==> src/rtl/gsens_spi_reader_if.sv <==
`default_nettype none
// ============================================================================
// Module   : gsens_spi_reader_if
// Brief    : SPI pins and sample outputs of the accelerometer reader.
// Revision : 1.0 - initial release
// ============================================================================
interface gsens_spi_reader_if;
  logic       spi_cs_n;
  logic       spi_sclk;
  logic       spi_mosi;
  logic       spi_miso;
  logic [9:0] sample;
  logic       sample_valid;
  logic       init_done;
  logic       overrun;

  modport master (
    output spi_cs_n, spi_sclk, spi_mosi, sample, sample_valid, init_done, overrun,
    input  spi_miso
  );

  modport slave (
    input  spi_cs_n, spi_sclk, spi_mosi, sample, sample_valid, init_done, overrun,
    output spi_miso
  );
endinterface
`default_nettype wire

==> src/rtl/gsens_spi_reader.sv <==
`default_nettype none
// ============================================================================
// Module   : gsens_spi_reader
// Brief    : Mode-3 SPI master that configures an ADXL345 and periodically
//            burst-reads one axis into a 10-bit two's-complement sample.
// Revision : 1.0 - initial release
// ============================================================================
module gsens_spi_reader #(
  parameter int         CLK_DIV       = 25,
  parameter int         SAMPLE_PERIOD = 50000,
  parameter logic [7:0] AXIS_REG      = 8'h32
) (
  input  wire logic          clk,
  input  wire logic          rst,
  gsens_spi_reader_if.master bus
);
  localparam int                 c_GAP       = 2 * CLK_DIV;
  localparam int                 c_DIV_W     = $clog2(c_GAP);
  localparam int                 c_PER_W     = $clog2(SAMPLE_PERIOD);
  localparam logic [c_DIV_W-1:0] c_DIV_LAST  = c_DIV_W'(CLK_DIV - 1);
  localparam logic [c_DIV_W-1:0] c_GAP_LAST  = c_DIV_W'(c_GAP - 1);
  localparam logic [c_PER_W-1:0] c_PER_LAST  = c_PER_W'(SAMPLE_PERIOD - 1);
  localparam logic [15:0]        c_FMT_FRAME = 16'h3100;
  localparam logic [15:0]        c_PWR_FRAME = 16'h2D08;
  localparam logic [7:0]         c_RD_CMD    = 8'hC0 | AXIS_REG;

  typedef enum logic [1:0] {S_INIT_FMT, S_INIT_PWR, S_IDLE, S_READ} state_t;
  typedef enum logic [2:0] {PH_GAP, PH_SETUP, PH_LOW, PH_HIGH, PH_HOLD} phase_t;

  state_t               r_state, w_state;
  phase_t               r_phase, w_phase;
  logic [c_DIV_W-1:0]   r_div, w_div;
  logic [4:0]           r_bits, w_bits;
  logic [23:0]          r_tx, w_tx;
  logic [15:0]          r_rx, w_rx;
  logic [c_PER_W-1:0]   r_per, w_per;
  logic                 r_pending, w_pending;
  logic                 r_cs_n, w_cs_n;
  logic                 r_sclk, w_sclk;
  logic                 r_mosi, w_mosi;
  logic [9:0]           r_sample, w_sample;
  logic                 r_valid, w_valid;
  logic                 r_init_done, w_init_done;
  logic                 r_overrun, w_overrun;
  logic                 w_div_last, w_gap_ok, w_tick, w_start_read;

  assign w_div_last = (r_div == c_DIV_LAST);
  assign w_gap_ok   = (r_div == c_GAP_LAST);
  assign w_tick     = (r_per == c_PER_LAST);

  always_comb begin
    w_state      = r_state;
    w_phase      = r_phase;
    w_div        = r_div + 1'b1;
    w_bits       = r_bits;
    w_tx         = r_tx;
    w_rx         = r_rx;
    w_cs_n       = r_cs_n;
    w_sclk       = r_sclk;
    w_mosi       = r_mosi;
    w_sample     = r_sample;
    w_valid      = 1'b0;
    w_init_done  = r_init_done;
    w_start_read = 1'b0;

    case (r_phase)
      PH_GAP: begin
        // Counter saturates so CS_N high time is at least the full gap.
        w_div = w_gap_ok ? r_div : r_div + 1'b1;
        if (w_gap_ok && (r_state != S_IDLE || r_pending)) begin
          w_phase = PH_SETUP;
          w_div   = '0;
          w_cs_n  = 1'b0;
          case (r_state)
            S_INIT_FMT: begin w_tx = {c_FMT_FRAME, 8'h00}; w_bits = 5'd16; end
            S_INIT_PWR: begin w_tx = {c_PWR_FRAME, 8'h00}; w_bits = 5'd16; end
            default: begin
              w_tx         = {c_RD_CMD, 16'h0000};
              w_bits       = 5'd24;
              w_state      = S_READ;
              w_start_read = 1'b1;
            end
          endcase
        end
      end
      PH_SETUP, PH_HIGH: begin
        if (w_div_last) begin
          w_div = '0;
          if (r_bits == 5'd0) begin
            w_phase = PH_HOLD;
          end else begin
            w_phase = PH_LOW;
            w_sclk  = 1'b0;
            w_mosi  = r_tx[23];
            w_tx    = {r_tx[22:0], 1'b0};
          end
        end
      end
      PH_LOW: begin
        if (w_div_last) begin
          w_phase = PH_HIGH;
          w_div   = '0;
          w_sclk  = 1'b1;
          w_rx    = {r_rx[14:0], bus.spi_miso};
          w_bits  = r_bits - 5'd1;
        end
      end
      PH_HOLD: begin
        if (w_div_last) begin
          w_phase = PH_GAP;
          w_div   = '0;
          w_cs_n  = 1'b1;
          w_mosi  = 1'b0;
          case (r_state)
            S_INIT_FMT: w_state = S_INIT_PWR;
            S_INIT_PWR: begin w_state = S_IDLE; w_init_done = 1'b1; end
            default: begin
              // r_rx[15:8] = DATA0, r_rx[7:0] = DATA1
              w_state  = S_IDLE;
              w_sample = {r_rx[1:0], r_rx[15:8]};
              w_valid  = 1'b1;
            end
          endcase
        end
      end
      default: w_phase = PH_GAP;
    endcase

    w_per     = w_tick ? '0 : r_per + 1'b1;
    w_pending = (r_pending && !w_start_read) || (w_tick && r_init_done);
    w_overrun = r_overrun || (w_tick && r_pending);
  end

  always_ff @(posedge clk) begin
    if (rst) begin
      r_state     <= S_INIT_FMT;
      r_phase     <= PH_GAP;
      r_div       <= '0;
      r_bits      <= '0;
      r_tx        <= '0;
      r_rx        <= '0;
      r_per       <= '0;
      r_pending   <= 1'b0;
      r_cs_n      <= 1'b1;
      r_sclk      <= 1'b1;
      r_mosi      <= 1'b0;
      r_sample    <= '0;
      r_valid     <= 1'b0;
      r_init_done <= 1'b0;
      r_overrun   <= 1'b0;
    end else begin
      r_state     <= w_state;
      r_phase     <= w_phase;
      r_div       <= w_div;
      r_bits      <= w_bits;
      r_tx        <= w_tx;
      r_rx        <= w_rx;
      r_per       <= w_per;
      r_pending   <= w_pending;
      r_cs_n      <= w_cs_n;
      r_sclk      <= w_sclk;
      r_mosi      <= w_mosi;
      r_sample    <= w_sample;
      r_valid     <= w_valid;
      r_init_done <= w_init_done;
      r_overrun   <= w_overrun;
    end
  end

  assign bus.spi_cs_n     = r_cs_n;
  assign bus.spi_sclk     = r_sclk;
  assign bus.spi_mosi     = r_mosi;
  assign bus.sample       = r_sample;
  assign bus.sample_valid = r_valid;
  assign bus.init_done    = r_init_done;
  assign bus.overrun      = r_overrun;
endmodule
`default_nettype wire

==> src/flat_wrapper.sv <==
// flat-port wrapper written by rule: the top's interface ports become plain ports
module gsens_spi_reader_flat 
#(
  parameter int         CLK_DIV       = 25,
  parameter int         SAMPLE_PERIOD = 50000,
  parameter logic [7:0] AXIS_REG      = 8'h32
)
  (clk, rst, bus_spi_cs_n, bus_spi_sclk, bus_spi_mosi, bus_sample, bus_sample_valid, bus_init_done, bus_overrun, bus_spi_miso);
  gsens_spi_reader_if bus_i ();
  input  wire logic clk;
  input  wire logic rst;
  output wire logic [$bits(bus_i.spi_cs_n)-1:0] bus_spi_cs_n;
  output wire logic [$bits(bus_i.spi_sclk)-1:0] bus_spi_sclk;
  output wire logic [$bits(bus_i.spi_mosi)-1:0] bus_spi_mosi;
  output wire logic [$bits(bus_i.sample)-1:0] bus_sample;
  output wire logic [$bits(bus_i.sample_valid)-1:0] bus_sample_valid;
  output wire logic [$bits(bus_i.init_done)-1:0] bus_init_done;
  output wire logic [$bits(bus_i.overrun)-1:0] bus_overrun;
  input wire logic [$bits(bus_i.spi_miso)-1:0] bus_spi_miso;
  assign bus_spi_cs_n = bus_i.spi_cs_n;
  assign bus_spi_sclk = bus_i.spi_sclk;
  assign bus_spi_mosi = bus_i.spi_mosi;
  assign bus_sample = bus_i.sample;
  assign bus_sample_valid = bus_i.sample_valid;
  assign bus_init_done = bus_i.init_done;
  assign bus_overrun = bus_i.overrun;
  assign bus_i.spi_miso = bus_spi_miso;
  gsens_spi_reader #(.CLK_DIV(CLK_DIV), .SAMPLE_PERIOD(SAMPLE_PERIOD), .AXIS_REG(AXIS_REG)) u_core (.clk(clk), .rst(rst), .bus(bus_i));
endmodule
==> config.mk <==
export PLATFORM = sky130hd
export DESIGN_NAME = gsens_spi_reader_flat
export DESIGN_NICKNAME = d
export VERILOG_FILES = /design/src/rtl/gsens_spi_reader_if.sv /design/src/rtl/gsens_spi_reader.sv /design/src/flat_wrapper.sv
export SDC_FILE = /design/constraint.sdc
export NUM_CORES = 1
export LEC_CHECK = 0
export CELL_PAD_IN_SITES_DETAIL_PLACEMENT = 1
export CELL_PAD_IN_SITES_GLOBAL_PLACEMENT = 2
export CORE_ASPECT_RATIO = 1.5
export CORE_MARGIN = 5
export CORE_UTILIZATION = 39
export DETAILED_ROUTE_END_ITERATION = 16
export GPL_ROUTABILITY_DRIVEN = 0
export PLACE_DENSITY = 0.82
export SKIP_CTS_REPAIR_TIMING = 1
export SLEW_MARGIN = 5
export SYNTH_ARGS = -nofsm -noshare
export SYNTH_HDL_FRONTEND = slang
export SYNTH_SLANG_ARGS = --single-unit
==> constraint.sdc <==
create_clock -name clk -period 3.45 [get_ports clk]
set_input_delay 0.69 -clock clk [delete_from_list [all_inputs] [get_ports clk]]
set_output_delay 0.69 -clock clk [all_outputs]
set_load 0.005 [all_outputs]
[After elaboration in Yosys (flattened, before gate mapping)]
Cells that the tools add are included.
Word-level totals
  register bits after elaboration: 89
  memory bits (read-only): 0
  RAM bits: 0
  input bits: 3
  memories: 0
  bits in latches: 0
Operators by class
  reductions and logical operators: 31
  eq/ne operators: 16
  $mul: 0
  bitwise operators: 3
  $lt $le $gt $ge: 0
  add/sub/neg operators: 3
  mux-type cells: 37
  divide/modulo/power cells: 0
  shift-type cells: 0
Operators by type and width (count)
  $pmux W24 S2: 2
  $mux W24: 3
  $reduce_and A4 Y1: 5
  $mux W6: 3
  $add A16 B1 Y16 const B: 1
  $eq A16 B16 Y1 const B: 1
  $mux W3: 5
  $pmux W3 S4: 1
  $pmux W6 S2: 1
  $reduce_and A3 Y1: 4
  $mux W1: 10
  $mux W5: 2
  $pmux W5 S2: 1
  $reduce_bool A2 Y1: 5
  $mux W2: 4
  $ne A2 B1 Y1 const B: 4
  $add A6 B1 Y6 const B: 1
  $eq A3 B2 Y1 const B: 2
  $eq A6 B5 Y1 const B: 1
  $eq A6 B6 Y1 const B: 1
  $ne A2 B2 Y1 const B: 3
  $pmux W1 S2: 3
  $reduce_or A2 Y1: 3
  $logic_not A5 Y1: 1
  16 further kinds: 23

[Depth between registers and ports, before layout]
Gate-level depths: netlist of run 1.
  depth in word-level cells: 8
  depth in mapped cells: 8
  gate-level depth less buffers: 6

[Least setup slack after synthesis of run 1]
OpenSTA, ideal clock, no wires.
  kind: register to register
  from: reg u_core.r_per[0]
  to: reg u_core.r_per[10]
  buffers on the path: 3
  clock period less this slack: 1844 ps
  arrival: 1716 ps
  setup time: 128 ps
  path slack: 1606 ps
  stages on the path, launching flop included: 9
  path through: dfxtp_1 > ha_1 > and3_1 > clkbuf_1 > and4_1 > or2_2 > clkbuf_1 > clkbuf_1 > nor2_1
Between the ends
  word-level cells in the longest chain between the ends: 2
  elaborated cells on any way between the ends: 3
  classes of those cells: add/sub (1); eq/ne (1); reduce/logical (1)
RTL lines
  from (decl): line gsens_spi_reader.sv:36  | logic [c_PER_W-1:0] r_per, w_per;
  from (signal assigned): line gsens_spi_reader.sv:158  | r_per <= w_per;
  branches (longest 2 deep; another with $add A16 B1 Y16)
Parallel ways; which one is timed is not known.
A chain may end at the register's enable or synchronous reset.

[Worst setup path after layout of run 1]
  from: reg u_core.r_phase[2]
  to: reg u_core.r_bits[1]
Between the ends
  word-level cells in the longest chain between the ends: 3
  elaborated cells on any way between the ends: 7
  classes of those cells: eq/ne (3); mux (1); reduce/logical (3)
RTL lines
  from (decl): line gsens_spi_reader.sv:31  | phase_t r_phase, w_phase;
  from (signal assigned): line gsens_spi_reader.sv:153  | r_phase <= w_phase;
  $eq A3 B2 Y1 or $logic_not A3 Y1 (tied branches): line gsens_spi_reader.sv:66  | case (r_phase)
  $ne A2 B1 Y1 (no source line) or $reduce_bool A2 Y1 (tied branches)
  $reduce_and A3 Y1 (no source line)
  to (signal assigned): line gsens_spi_reader.sv:155  | r_bits <= w_bits;
  to (decl): line gsens_spi_reader.sv:33  | logic [4:0] r_bits, w_bits;
Parallel ways exist; a longest one is shown, timed or not.

==> reports/qor.yml, run 1 <==
run_status:
  outcome: "complete, no violations"
critical_path:
  cp-end-kind: "register"
  worst_path_largest_cell_delay_ns: 0.57
  critPathSlowestCell: "nand3_1"
  path_class: "reg -> reg"
  timing.rr.end: "u_core.r_bits[1]"
  rr_startpoint: "u_core.r_phase[2]"
  cp_num_buf_inv: 1
  timing.reg2reg.worst_path_depth: 5
  worstPathArrival_ns: 2.41
  timing.reg2reg.setup_slack_ns: 1.26
  path_cells: "nor3b_2, buf_4, nand3_1, and3_1, o21a_1"
  critical-path-top-delay-family: "simple AND/OR/NAND/NOR gates"
  critPathMaxFanout: 24
  cp_data_required_time_ns: 3.67
  cp-start-kind: "register"
finish:
  post_route_cells_drive_above_1_share_pct: 6.91
  fillerInstances: 980
  area_delta_synth_final_pct: 17.2
  design.final.nets: 395
  postLayoutCoreUtil_pct: 46.7
  diodes: 0
die:
  x_dimension_of_the_die_um: 85.4
  start_util_pct: 39.8
  std_cell_core_area_um2: 8360
  io-pin-count: 19
  row_count: 41
  die_area_um2: 10500
  die_h_um: 123
global_route:
  gr-total-overflow: 0
  gr-usage-all-layers_pct: 15.3
  grt_antenna_before_repair: 0
  grt_first_pass_wirelength_mm: 12.9
  first_global_vias: 2728
  grt_max_degree: 48
yosys:
  synthesis.yosys.warnings: 0
  synth-seq-area-share_pct: 46.9
  ys_ff_latch: 78
  syn_area_per_cell_um2: 8.81
  synth_flop_cell: "dfxtp_1"
  synth-edff-count: 0
  async_reset_ff_share_pct: 0
  gate_count_after_technology_mapping: 378
  syn_area_um2: 3330
  synth_nets: 386
  synth_cell_type_count: 49
timing:
  finalHoldViolCount: 0
  setup-tns-final_ns: 0
  timing.final.setup_violations: 0
  post-route-period-util_pct: 63.6
  timing_worst_slew_pin_value_ns: 0.881
  final_critical_path_setup_slack_ns: 1.26
  finalClockSkew_ns: 0.00565
  fmax_ghz: 0.456
  timing_max_transition_violations_final: 0
  final_period_minus_worst_setup_slack_ns: 2.19
  grt_setup_unrepaired: "false"
  fin_hold_ws_ns: 0.451
  timing.max_slew.rel_slack_pct: 41.2
routing:
  route.detailed.vias_per_inst: 5.32
  routed_wirelength_mm: 7.56
  drt_iter0_drc: 94
  detailroute.via_count: 2651
  drcViolationCount: 0
  drt-wirelength-per-cell_um: 15.2
  antenna_violating_nets_post_route: 0
  drt_first_pass_iters: 4
placed_design:
  detailedPlace.worstSlack_ns: 1.22
  place.port_buffers: 18
  detailed_place_hpwl_mm: 5.14
clock_tree:
  tritoncts: "yes"
  numCtsBuffers: 9
  clock_network_latency_to_the_later_pin_of_the_worst_skew_pair_ns: 0.33
  htree_levels: 3
  cts.sink_count: 78
  clock_tree.buffer_depth: 2
  worst_path_clk_slew_ns: 0.06
  cts_root_buf: "clkbuf_16"
min_path:
  hold_start: "u_core.bus.spi_cs_n"
  hold-path-endpoint: "u_core.bus.spi_cs_n"
  min_path_type: "reg -> reg"
  hold_path_depth: 1
power:
  design_power_total_mw: 1.99
  power_density_nw_per_um2: 510
  ir_drop_mv: 0.243
  leakage_nw: 1.46
flow_run:
  timing.max_cap.violations: 0
-- worst reg2reg max path, delay by kind of cell, from the launching register on --
family | cells | cell delay (ns)
flip-flops | 1 | 0.42
AO/OA/AOI/OAI | 1 | 0.16
AND/OR/NAND/NOR | 3 | 1.22
buffers and inverters | 1 | 0.28
-- logic make-up (layout without fill, tap and decap cells) --
group,Yosys count,after routing,synth area share (%)
compound gates,62,62,11.4
xor+xnor,16,16,4.21
fa+ha+maj,5,5,1.88
buf+inv,33,46,3.87
flops,78,78,46.9
mux,22,22,6.61
simple gates,162,162,25.1
-- layer usage --
layer  GRT usage [%]  vias to the layer above  share of wire, %
li1                -                     1336                 -
met1            17.1                     1273                44
met2            27.9                       29                52
met3            2.60                       13               2.5
met4            7.13                        0               2.2
met5               0                        -                 0
-- synth_stat cells, types with 3 or more instances --
| master | instances | area (µm²) |
|---|---|---|
| o211ai_1 | 3 | 22.5 |
| xnor2_1 | 3 | 26.3 |
| clkbuf_1 | 21 | 78.8 |
| o21ai_0 | 6 | 30.0 |
| or3_1 | 4 | 25.0 |
| inv_1 | 7 | 26.3 |
| nor2_1 | 32 | 120 |
| xor2_1 | 13 | 114 |
| dfxtp_1 | 78 | 1560 |
| and2_1 | 3 | 18.8 |
| mux2i_1 | 22 | 220 |
| a21oi_1 | 29 | 145 |
| nand4_1 | 7 | 43.8 |
| or2_2 | 3 | 18.8 |
| buf_2 | 4 | 20.0 |
| o31ai_1 | 3 | 22.5 |
| ha_1 | 5 | 62.6 |
| a31oi_1 | 4 | 25.0 |
| and3_1 | 3 | 18.8 |
| a21o_1 | 7 | 52.6 |
| and4_1 | 4 | 35.0 |
| nand2_1 | 47 | 176 |
| nand3_1 | 34 | 170 |
| nor3_1 | 4 | 20.0 |
-- registers in the layout (all words and copies together), names as in the netlist --
| signal | count |
|---|---|
| u_core.r_per | 16 |
| u_core.r_div | 6 |
| u_core.r_rx | 16 |
| u_core.bus.spi_sclk | 1 |
| u_core.r_pending | 1 |
| u_core.bus.init_done | 1 |
| u_core.r_tx | 13 |
| u_core.bus.overrun | 1 |
| u_core.bus.sample | 10 |
| u_core.bus.sample_valid | 1 |
| u_core.bus.spi_mosi | 1 |
| u_core.r_phase | 3 |
| u_core.r_state | 2 |
| u_core.r_bits | 5 |
| u_core.bus.spi_cs_n | 1 |
-- cell type report --
type                            instances  area (µm²)  area share (%)
Tap cell                              107         134            3.43
Clock buffer                           12         256            6.57
Clock inverter                          3        67.6            1.73
Inverter                                8        30.0           0.770
Sequential cell                        78        1560            40.0
Multi-Input combinational cell        267        1640            42.0
Timing Repair Buffer                   23         213            5.45
-- how the worst max path moves through the flow --
| stage | cells past startpoint | slack, ns | startpoint | end |
|---|---|---|---|---|
| after floorplan | 8 | 1.61 | u_core.r_per[0] | u_core.r_per[10] |
| after global placement | 5 | 1.29 | u_core.r_phase[2] | u_core.r_bits[1] |
| after detailed placement | 5 | 1.22 | u_core.r_phase[2] | u_core.r_bits[1] |
| after CTS | 5 | 1.21 | u_core.r_phase[2] | u_core.r_bits[1] |
| after global routing | 5 | 1.04 | u_core.r_phase[2] | u_core.r_bits[1] |
| final | 5 | 1.26 | u_core.r_phase[2] | u_core.r_bits[1] |
-- power by group --
part | internal (mW) | switching, mW
sequential | 0.909 | 0.00822
clock | 0.669 | 0.356
combinational | 0.0176 | 0.0297
total | 1.60 | 0.394
-- metrics by stage --
step | area, µm² | instances
floorplan | 3330 | 378
global placement | 3580 | 483
detailed placement | 3580 | 483
CTS | 3900 | 498
global route | 3900 | 498
finish | 3900 | 498
-- cell usage in the layout, fill, tap and decap left out, types with 4 or more instances in the layout --
cell type         n
inv_1             7
o21ai_0           6
a31oi_1           4
buf_4             5
dfxtp_1          78
nand2_1          47
a21oi_1          29
nor3_1            4
nand4_1           7
xor2_1           13
and4_1            4
a21o_1            7
mux2i_1          22
nor2_1           32
nand3_1          34
ha_1              5
clkdlybuf4s50_1  17
clkbuf_16         9
or3_1             4
(Power assumes the default switching activity.)
==> run 2: changes to the inputs <==
--- a/config.mk
+++ b/config.mk
@@ -9,10 +9,10 @@
 export CELL_PAD_IN_SITES_GLOBAL_PLACEMENT = 2
 export CORE_ASPECT_RATIO = 1.5
 export CORE_MARGIN = 5
-export CORE_UTILIZATION = 39
+export CORE_UTILIZATION = 33
 export DETAILED_ROUTE_END_ITERATION = 16
 export GPL_ROUTABILITY_DRIVEN = 0
-export PLACE_DENSITY = 0.82
+export PLACE_DENSITY = 0.74
 export SKIP_CTS_REPAIR_TIMING = 1
 export SLEW_MARGIN = 5
 export SYNTH_ARGS = -nofsm -noshare
==> constraint.sdc (replaced) <==
create_clock -name clk -period 1.9 [get_ports clk]
set_input_delay 0.38 -clock clk [delete_from_list [all_inputs] [get_ports clk]]
set_output_delay 0.38 -clock clk [all_outputs]
set_load 0.005 [all_outputs]
==> run 2 against run 1 <==
Compared with the run above: die area grew 16%; final area rose by 6.4%; via count grew 4.9%; clock-buffer cell count decreased by 2; combinational power is 110% higher; hold slack improved by 0.0046 ns; clock skew decreased by 0.0012 ns; worst setup slack worse by 1.2 ns.
==> reports/qor.yml, run 2 (synthesis gave the netlist of run 1 again) <==
routing:
  drt_iter0_drc: 108  # was 94
  antenna_violating_nets_post_route: 0  # unchanged
  drt_first_pass_iters: 4  # unchanged
  drt-wirelength-per-cell_um: 15.2  # about the same
  routed_wirelength_mm: 8.14  # was 7.56 mm
  drcViolationCount: 0  # unchanged
  route.detailed.vias_per_inst: 5.20  # was 5.32
  detailroute.via_count: 2780  # was 2651
critical_path:
  cp-start-kind: "register"  # unchanged
  critPathMaxFanout: 6  # was 24
  cp_data_required_time_ns: 2.13  # was 3.67 ns
  cp-end-kind: "register"  # unchanged
  setup.worst_path.start: "u_core.r_div[4]"  # was u_core.r_phase[2]
  rr_startpoint: "u_core.r_div[4]"  # was u_core.r_phase[2]
  timing.reg2reg.setup_slack_ns: 0.04  # was 1.26 ns
  worstPathArrival_ns: 2.09  # was 2.41 ns
  path_class: "reg -> reg"  # unchanged
finish:
  design.final.nets: 421  # was 395
  largestRegisters: "u_core.r_per: 16 flops, u_core.r_rx: 16 flops, u_core.r_tx: 13 flops"  # unchanged
  fillerInstances: 1161  # was 980
  regArea_um2: 1560  # about the same
  diodes: 0  # unchanged
  multi_input_combinational_cell_area_um2: 1650  # was 1640 µm²
  mostFrequentLayoutCell: "dfxtp_1"  # unchanged
  area_delta_synth_final_pct: 24.6  # was 17.2%
  mostFrequentLayoutCells: "77 x dfxtp_1, 47 x nand2_1, 34 x nand3_1, 32 x nor2_1, 31 x buf_4"  # was 78 x dfxtp_1, 47 x nand2_1, 34 x nand3_1, 32 x nor2_1, 29 x a21oi_1
  post_route_cells_drive_above_1_share_pct: 14.4  # was 6.91%
  final_cells: 535  # was 498
clock_tree:
  clock_network_latency_to_the_later_pin_of_the_worst_skew_pair_ns: 0.34  # was 0.33 ns
  numCtsBuffers: 9  # unchanged
  clock_tree.buffer_depth: 2  # unchanged
  tritoncts: "yes"  # unchanged
  cts_root_buf: "clkbuf_16"  # unchanged
  cts.sink_count: 78  # unchanged
  worst_path_clk_slew_ns: 0.06  # about the same
  htree_levels: 3  # unchanged
die:
  x_dimension_of_the_die_um: 92.0  # was 85.4 µm
  start_util_pct: 33.2  # was 39.8%
  die_area_um2: 12200  # was 10500 µm²
  die_h_um: 133  # was 123 µm
  io-pin-count: 19  # unchanged
  row_count: 45  # was 41
  std_cell_core_area_um2: 10000  # was 8360 µm²
power:
  ir_drop_mv: 0.417  # was 0.243 mV
  leakage_nw: 1.61  # was 1.46 nW
  power_density_nw_per_um2: 904  # was 510 nW/µm²
timing:
  final_period_minus_worst_setup_slack_ns: 1.86  # was 2.19 ns
  fmax_ghz: 0.538  # was 0.456 GHz
  timing_max_transition_violations_final: 0  # unchanged
  finalClockSkew_ns: 0.00445  # was 0.00565 ns
  finalHoldViolCount: 0  # unchanged
  setup-tns-final_ns: 0  # unchanged
  grt_setup_unrepaired: "true"  # was false
  timing.final.setup_violations: 0  # unchanged
  timing.max_slew.rel_slack_pct: 71.7  # was 41.2%
  fin_hold_ws_ns: 0.455  # was 0.451 ns
  post-route-period-util_pct: 97.8  # was 63.6%
  timing_worst_slew_pin_value_ns: 0.424  # was 0.881 ns
min_path:
  min_path_type: "reg -> reg"  # unchanged
  hold_start: "u_core.r_rx[4]"  # was u_core.bus.spi_cs_n
placed_design:
  dp.cells: 519  # was 483
  detailed_place_hpwl_mm: 5.85  # was 5.14 mm
  place.port_buffers: 18  # unchanged
global_route:
  gr-total-overflow: 0  # unchanged
  grt_first_pass_wirelength_mm: 13.7  # was 12.9 mm
  grt_max_degree: 26  # was 48
  first_global_vias: 2884  # was 2728
  grt_antenna_before_repair: 0  # unchanged
  gr-usage-all-layers_pct: 14.2  # was 15.3%
run_status:
  outcome: "complete, no violations"  # unchanged
flow_run:
  timing.max_cap.violations: 0  # unchanged
==> run 2: changes by cell type in the layout (fill, tap and decap cells not counted), sizes merged <==
| cell | delta |
|---|---|
| bufinv | +1 |
| clkbuf | -2 |
| clkinvlp | -1 |
| buf | +26 |
| clkinv | +3 |
==> run 2: per-layer routing <==
metal / GRT usage (%) / part of all wire, %
met5: 0 / 0
met4: 6.69 / 2.6
met3: 3.87 / 2.6
met2: 25.2 / 53
met1: 15.3 / 42
==> run 2: worst max-delay path, cell delays in order, from the launching register on <==
cell     delay (ns)
dfxtp_1        0.32
or3b_4         0.38
or4_1          0.64
and3_1         0.24
o21a_1         0.16
==> run 2: final timing paths <==
| path | depth (start not counted) | to |
|---|---|---|
| hold / removal | 2 | u_core.r_rx[4] |
| setup / recovery | 4 | u_core.r_bits[1] |
| hold reg to reg | 2 | u_core.r_rx[4] |
| setup reg to reg | 4 | u_core.r_bits[1] |
==> run 2: power breakdown <==
| group | internal (mW) | total (mW) | switching (mW) |
|---|---|---|---|
| clock network | 1.32 | 1.99 | 0.672 |
| registers | 1.65 | 1.66 | 0.0130 |
| logic | 0.0393 | 0.0999 | 0.0606 |
| total | 3.01 | 3.75 | 0.746 |
==> run 2: stage by stage <==
| step | cell area (µm²) | power, mW | worst slack [ns] | util [%] |
|---|---|---|---|---|
| finish | 4150 | 3.75 | 0.0412 | 41.4 |
| detailed placement | 3780 | 1.80 | 0.0208 | 37.8 |
| global route | 4150 | 3.90 | -0.0144 | 41.4 |
| global placement | 3780 | 1.80 | 0.0627 | 37.8 |
| CTS | 4130 | 3.81 | -0.0194 | 41.2 |
| floorplan | 3330 | 1.76 | 0.0564 | - |
==> run 2: area by class of cell <==
cell class                 instances  share of cell area, %
sequential                        78                   37.7
inverter                           8                  0.724
multi-input combinational        267                   39.9
clock buffer                      10                   5.76
clock inverter                     6                   2.62
timing repair buffer              49                   9.83
tap                              117                   3.53
==> run 3: changes to the inputs <==
--- a/config.mk
+++ b/config.mk
@@ -11,7 +11,6 @@
 export CORE_MARGIN = 5
 export CORE_UTILIZATION = 33
 export DETAILED_ROUTE_END_ITERATION = 16
-export GPL_ROUTABILITY_DRIVEN = 0
 export PLACE_DENSITY = 0.74
 export SKIP_CTS_REPAIR_TIMING = 1
 export SLEW_MARGIN = 5
==> constraint.sdc (replaced) <==
create_clock -name clk -period 1.54 [get_ports clk]
set_input_delay 0.308 -clock clk [delete_from_list [all_inputs] [get_ports clk]]
set_output_delay 0.308 -clock clk [all_outputs]
set_load 0.005 [all_outputs]
==> run 3 against run 2 <==
Compared with the run above: the flow now finishes with violations (negative setup slack); combinational power is 81% higher; fmax is 6.2% higher; via count is 5.1% higher; largest cell class unchanged.
==> reports/qor.yml, run 3 (synthesis gave the netlist of run 1 again) <==
placed_design:
  detailed_place_hpwl_mm: 5.94  # was 5.85 mm
  detailedPlace.worstSlack_ns: -0.334  # was 0.0208 ns
  gpl.final_weighted_congestion: 0.808
  dp.cells: 543  # was 519
  place_area_um2: 4020  # was 3780 µm²
  place.port_buffers: 18  # unchanged
routing:
  wl_met3_um: 171  # was 214 µm
  route.detailed.vias_per_inst: 5.16  # was 5.20
  top_signal_layer_used: "met4"  # unchanged
  routedLengthMet1_mm: 3.71  # was 3.42 mm
  drt_first_pass_iters: 4  # unchanged
  routed_wirelength_mm: 8.71  # was 8.14 mm
  antenna_violating_nets_post_route: 0  # unchanged
  drt_iter0_drc: 56  # was 108
  detailroute.via_count: 2921  # was 2780
  detailroute.wirelength.met2_mm: 4.60  # was 4.30 mm
  drcViolationCount: 0  # unchanged
  drt-wirelength-per-cell_um: 15.4  # was 15.2 µm
run_status:
  outcome: "complete, but fails checks"  # was complete, no violations
  failing_checks: "negative setup slack"
timing:
  setup-tns-final_ns: -3.59  # was 0 ns
  fmax_ghz: 0.571  # was 0.538 GHz
  post-route-period-util_pct: 114  # was 97.8%
  timing_worst_slew_pin_value_ns: 0.479  # was 0.424 ns
  final_period_minus_worst_setup_slack_ns: 1.75  # was 1.86 ns
  finalClockSkew_ns: 0.00728  # was 0.00445 ns
  final_critical_path_setup_slack_ns: -0.210  # was 0.0412 ns
  finalHoldViolCount: 0  # unchanged
  timing.final.setup_violations: 45  # was 0
  grt_setup_unrepaired: "true"  # unchanged
  timing.max_slew.rel_slack_pct: 68.0  # was 71.7%
  timing_max_transition_violations_final: 0  # unchanged
clock_tree:
  cts_root_buf: "clkbuf_16"  # unchanged
  clock_tree.buffer_depth: 2  # unchanged
  cts.sink_count: 78  # unchanged
  clock_network_latency_to_the_later_pin_of_the_worst_skew_pair_ns: 0.34  # about the same
  htree_levels: 3  # unchanged
  worst_path_clk_slew_ns: 0.06  # about the same
  numCtsBuffers: 9  # unchanged
  tritoncts: "yes"  # unchanged
global_route:
  grt_antenna_before_repair: 0  # unchanged
  first_global_vias: 3027  # was 2884
  gr-usage-all-layers_pct: 14.4  # was 14.2%
  grt_first_pass_wirelength_mm: 14.3  # was 13.7 mm
  gr-total-overflow: 0  # unchanged
  grt_max_degree: 37  # was 26
critical_path:
  critPathMaxFanout: 5  # was 6
  worstPathArrival_ns: 1.98  # was 2.09 ns
  cp_data_required_time_ns: 1.77  # was 2.13 ns
  path_class: "reg -> reg"  # unchanged
  cp-start-kind: "register"  # unchanged
  cp-end-kind: "register"  # unchanged
finish:
  mostFrequentLayoutCells: "67 x dfxtp_1, 47 x buf_4, 46 x nand2_1, 31 x nor2_1, 27 x nand3_1"  # was 77 x dfxtp_1, 47 x nand2_1, 34 x nand3_1, 32 x nor2_1, 31 x buf_4
  diodes: 0  # unchanged
  area_delta_synth_final_pct: 41.1  # was 24.6%
  design.final.nets: 452  # was 421
  largestRegisters: "u_core.r_per: 16 flops, u_core.r_rx: 16 flops, u_core.r_tx: 13 flops"  # unchanged
  final_cells: 566  # was 535
  post_route_cells_drive_above_1_share_pct: 32.3  # was 14.4%
  mostFrequentLayoutCell: "dfxtp_1"  # unchanged
  final_design_area_no_fill_um2: 4700  # was 4150 µm²
power:
  total_switching_power_mw: 0.989  # was 0.746 mW
  p_clk_share_pct: 49.5  # was 53.0%
  design_power_total_mw: 4.43  # was 3.75 mW
  leakage_nw: 1.81  # was 1.61 nW
  p_seq_share_pct: 46.4  # was 44.3%
  share_comb_of_total_power_pct: 4.1  # was 2.7%
  intPower_mw: 3.44  # was 3.01 mW
  power.share.switching_pct: 22.4  # was 19.9%
  power_density_nw_per_um2: 942  # was 904 nW/µm²
  ir_drop_mv: 0.650  # was 0.417 mV
die:
  std_cell_core_area_um2: 10000  # unchanged
  die_h_um: 133  # unchanged
  io-pin-count: 19  # unchanged
  start_util_pct: 33.2  # unchanged
  x_dimension_of_the_die_um: 92.0  # unchanged
  row_count: 45  # unchanged
  die_area_um2: 12200  # unchanged
min_path:
  min_path_type: "in -> reg"  # was reg -> reg
flow_run:
  timing.max_cap.violations: 0  # unchanged
==> run 3: layout make-up <==
| class | count | area [µm²] |
|---|---|---|
| tap | 117 | 146 |
| clock buffer | 10 | 239 |
| inverter | 8 | 30.0 |
| clock inverter | 6 | 68.8 |
| sequential | 78 | 1580 |
| timing repair buffer | 79 | 726 |
| fill | 1141 | 5320 |
| multi-input combinational | 268 | 1910 |
==> run 3: layer usage <==
layer / up-vias / track usage, %
met5: - / 0
met4: 0 / 5.87
met3: 12 / 3.30
met2: 31 / 26.1
met1: 1429 / 16.1
li1: 1449 / -
==> run 3: final timing paths <==
check                        from                 to  slack, ns  cells after the start
hold / removal                rst  u_core.r_phase[0]       0.40                      3
setup / recovery  u_core.r_div[2]   u_core.r_bits[1]      -0.21                      4
hold reg to reg   u_core.r_per[0]    u_core.r_per[0]       0.43                      1
setup reg to reg  u_core.r_div[2]   u_core.r_bits[1]      -0.21                      4
==> run 3: worst max-delay path: stages, from the launching register on <==
cell     delay, ns
dfxtp_2       0.32
or3b_4        0.40
or4_4         0.60
and3_1        0.17
o21a_1        0.16
==> run 3: power by group through the flow <==
stage | sequential, mW | combinational (mW) | clock (mW)
after floorplan | 2.10 | 0.0808 | 0
after global placement | 2.09 | 0.151 | 0
after global routing | 2.06 | 0.201 | 2.33
after detailed placement | 2.10 | 0.156 | 0
final | 2.05 | 0.181 | 2.19
after CTS | 2.05 | 0.157 | 2.25
==> run 3: stage by stage <==
step                      hold WS, ns  util, %
final                           0.401     46.9
after global routing            0.413     46.9
after CTS                       0.393     43.2
after detailed placement        0.422     40.1
after global placement          0.417     40.1
after floorplan                 0.402        -
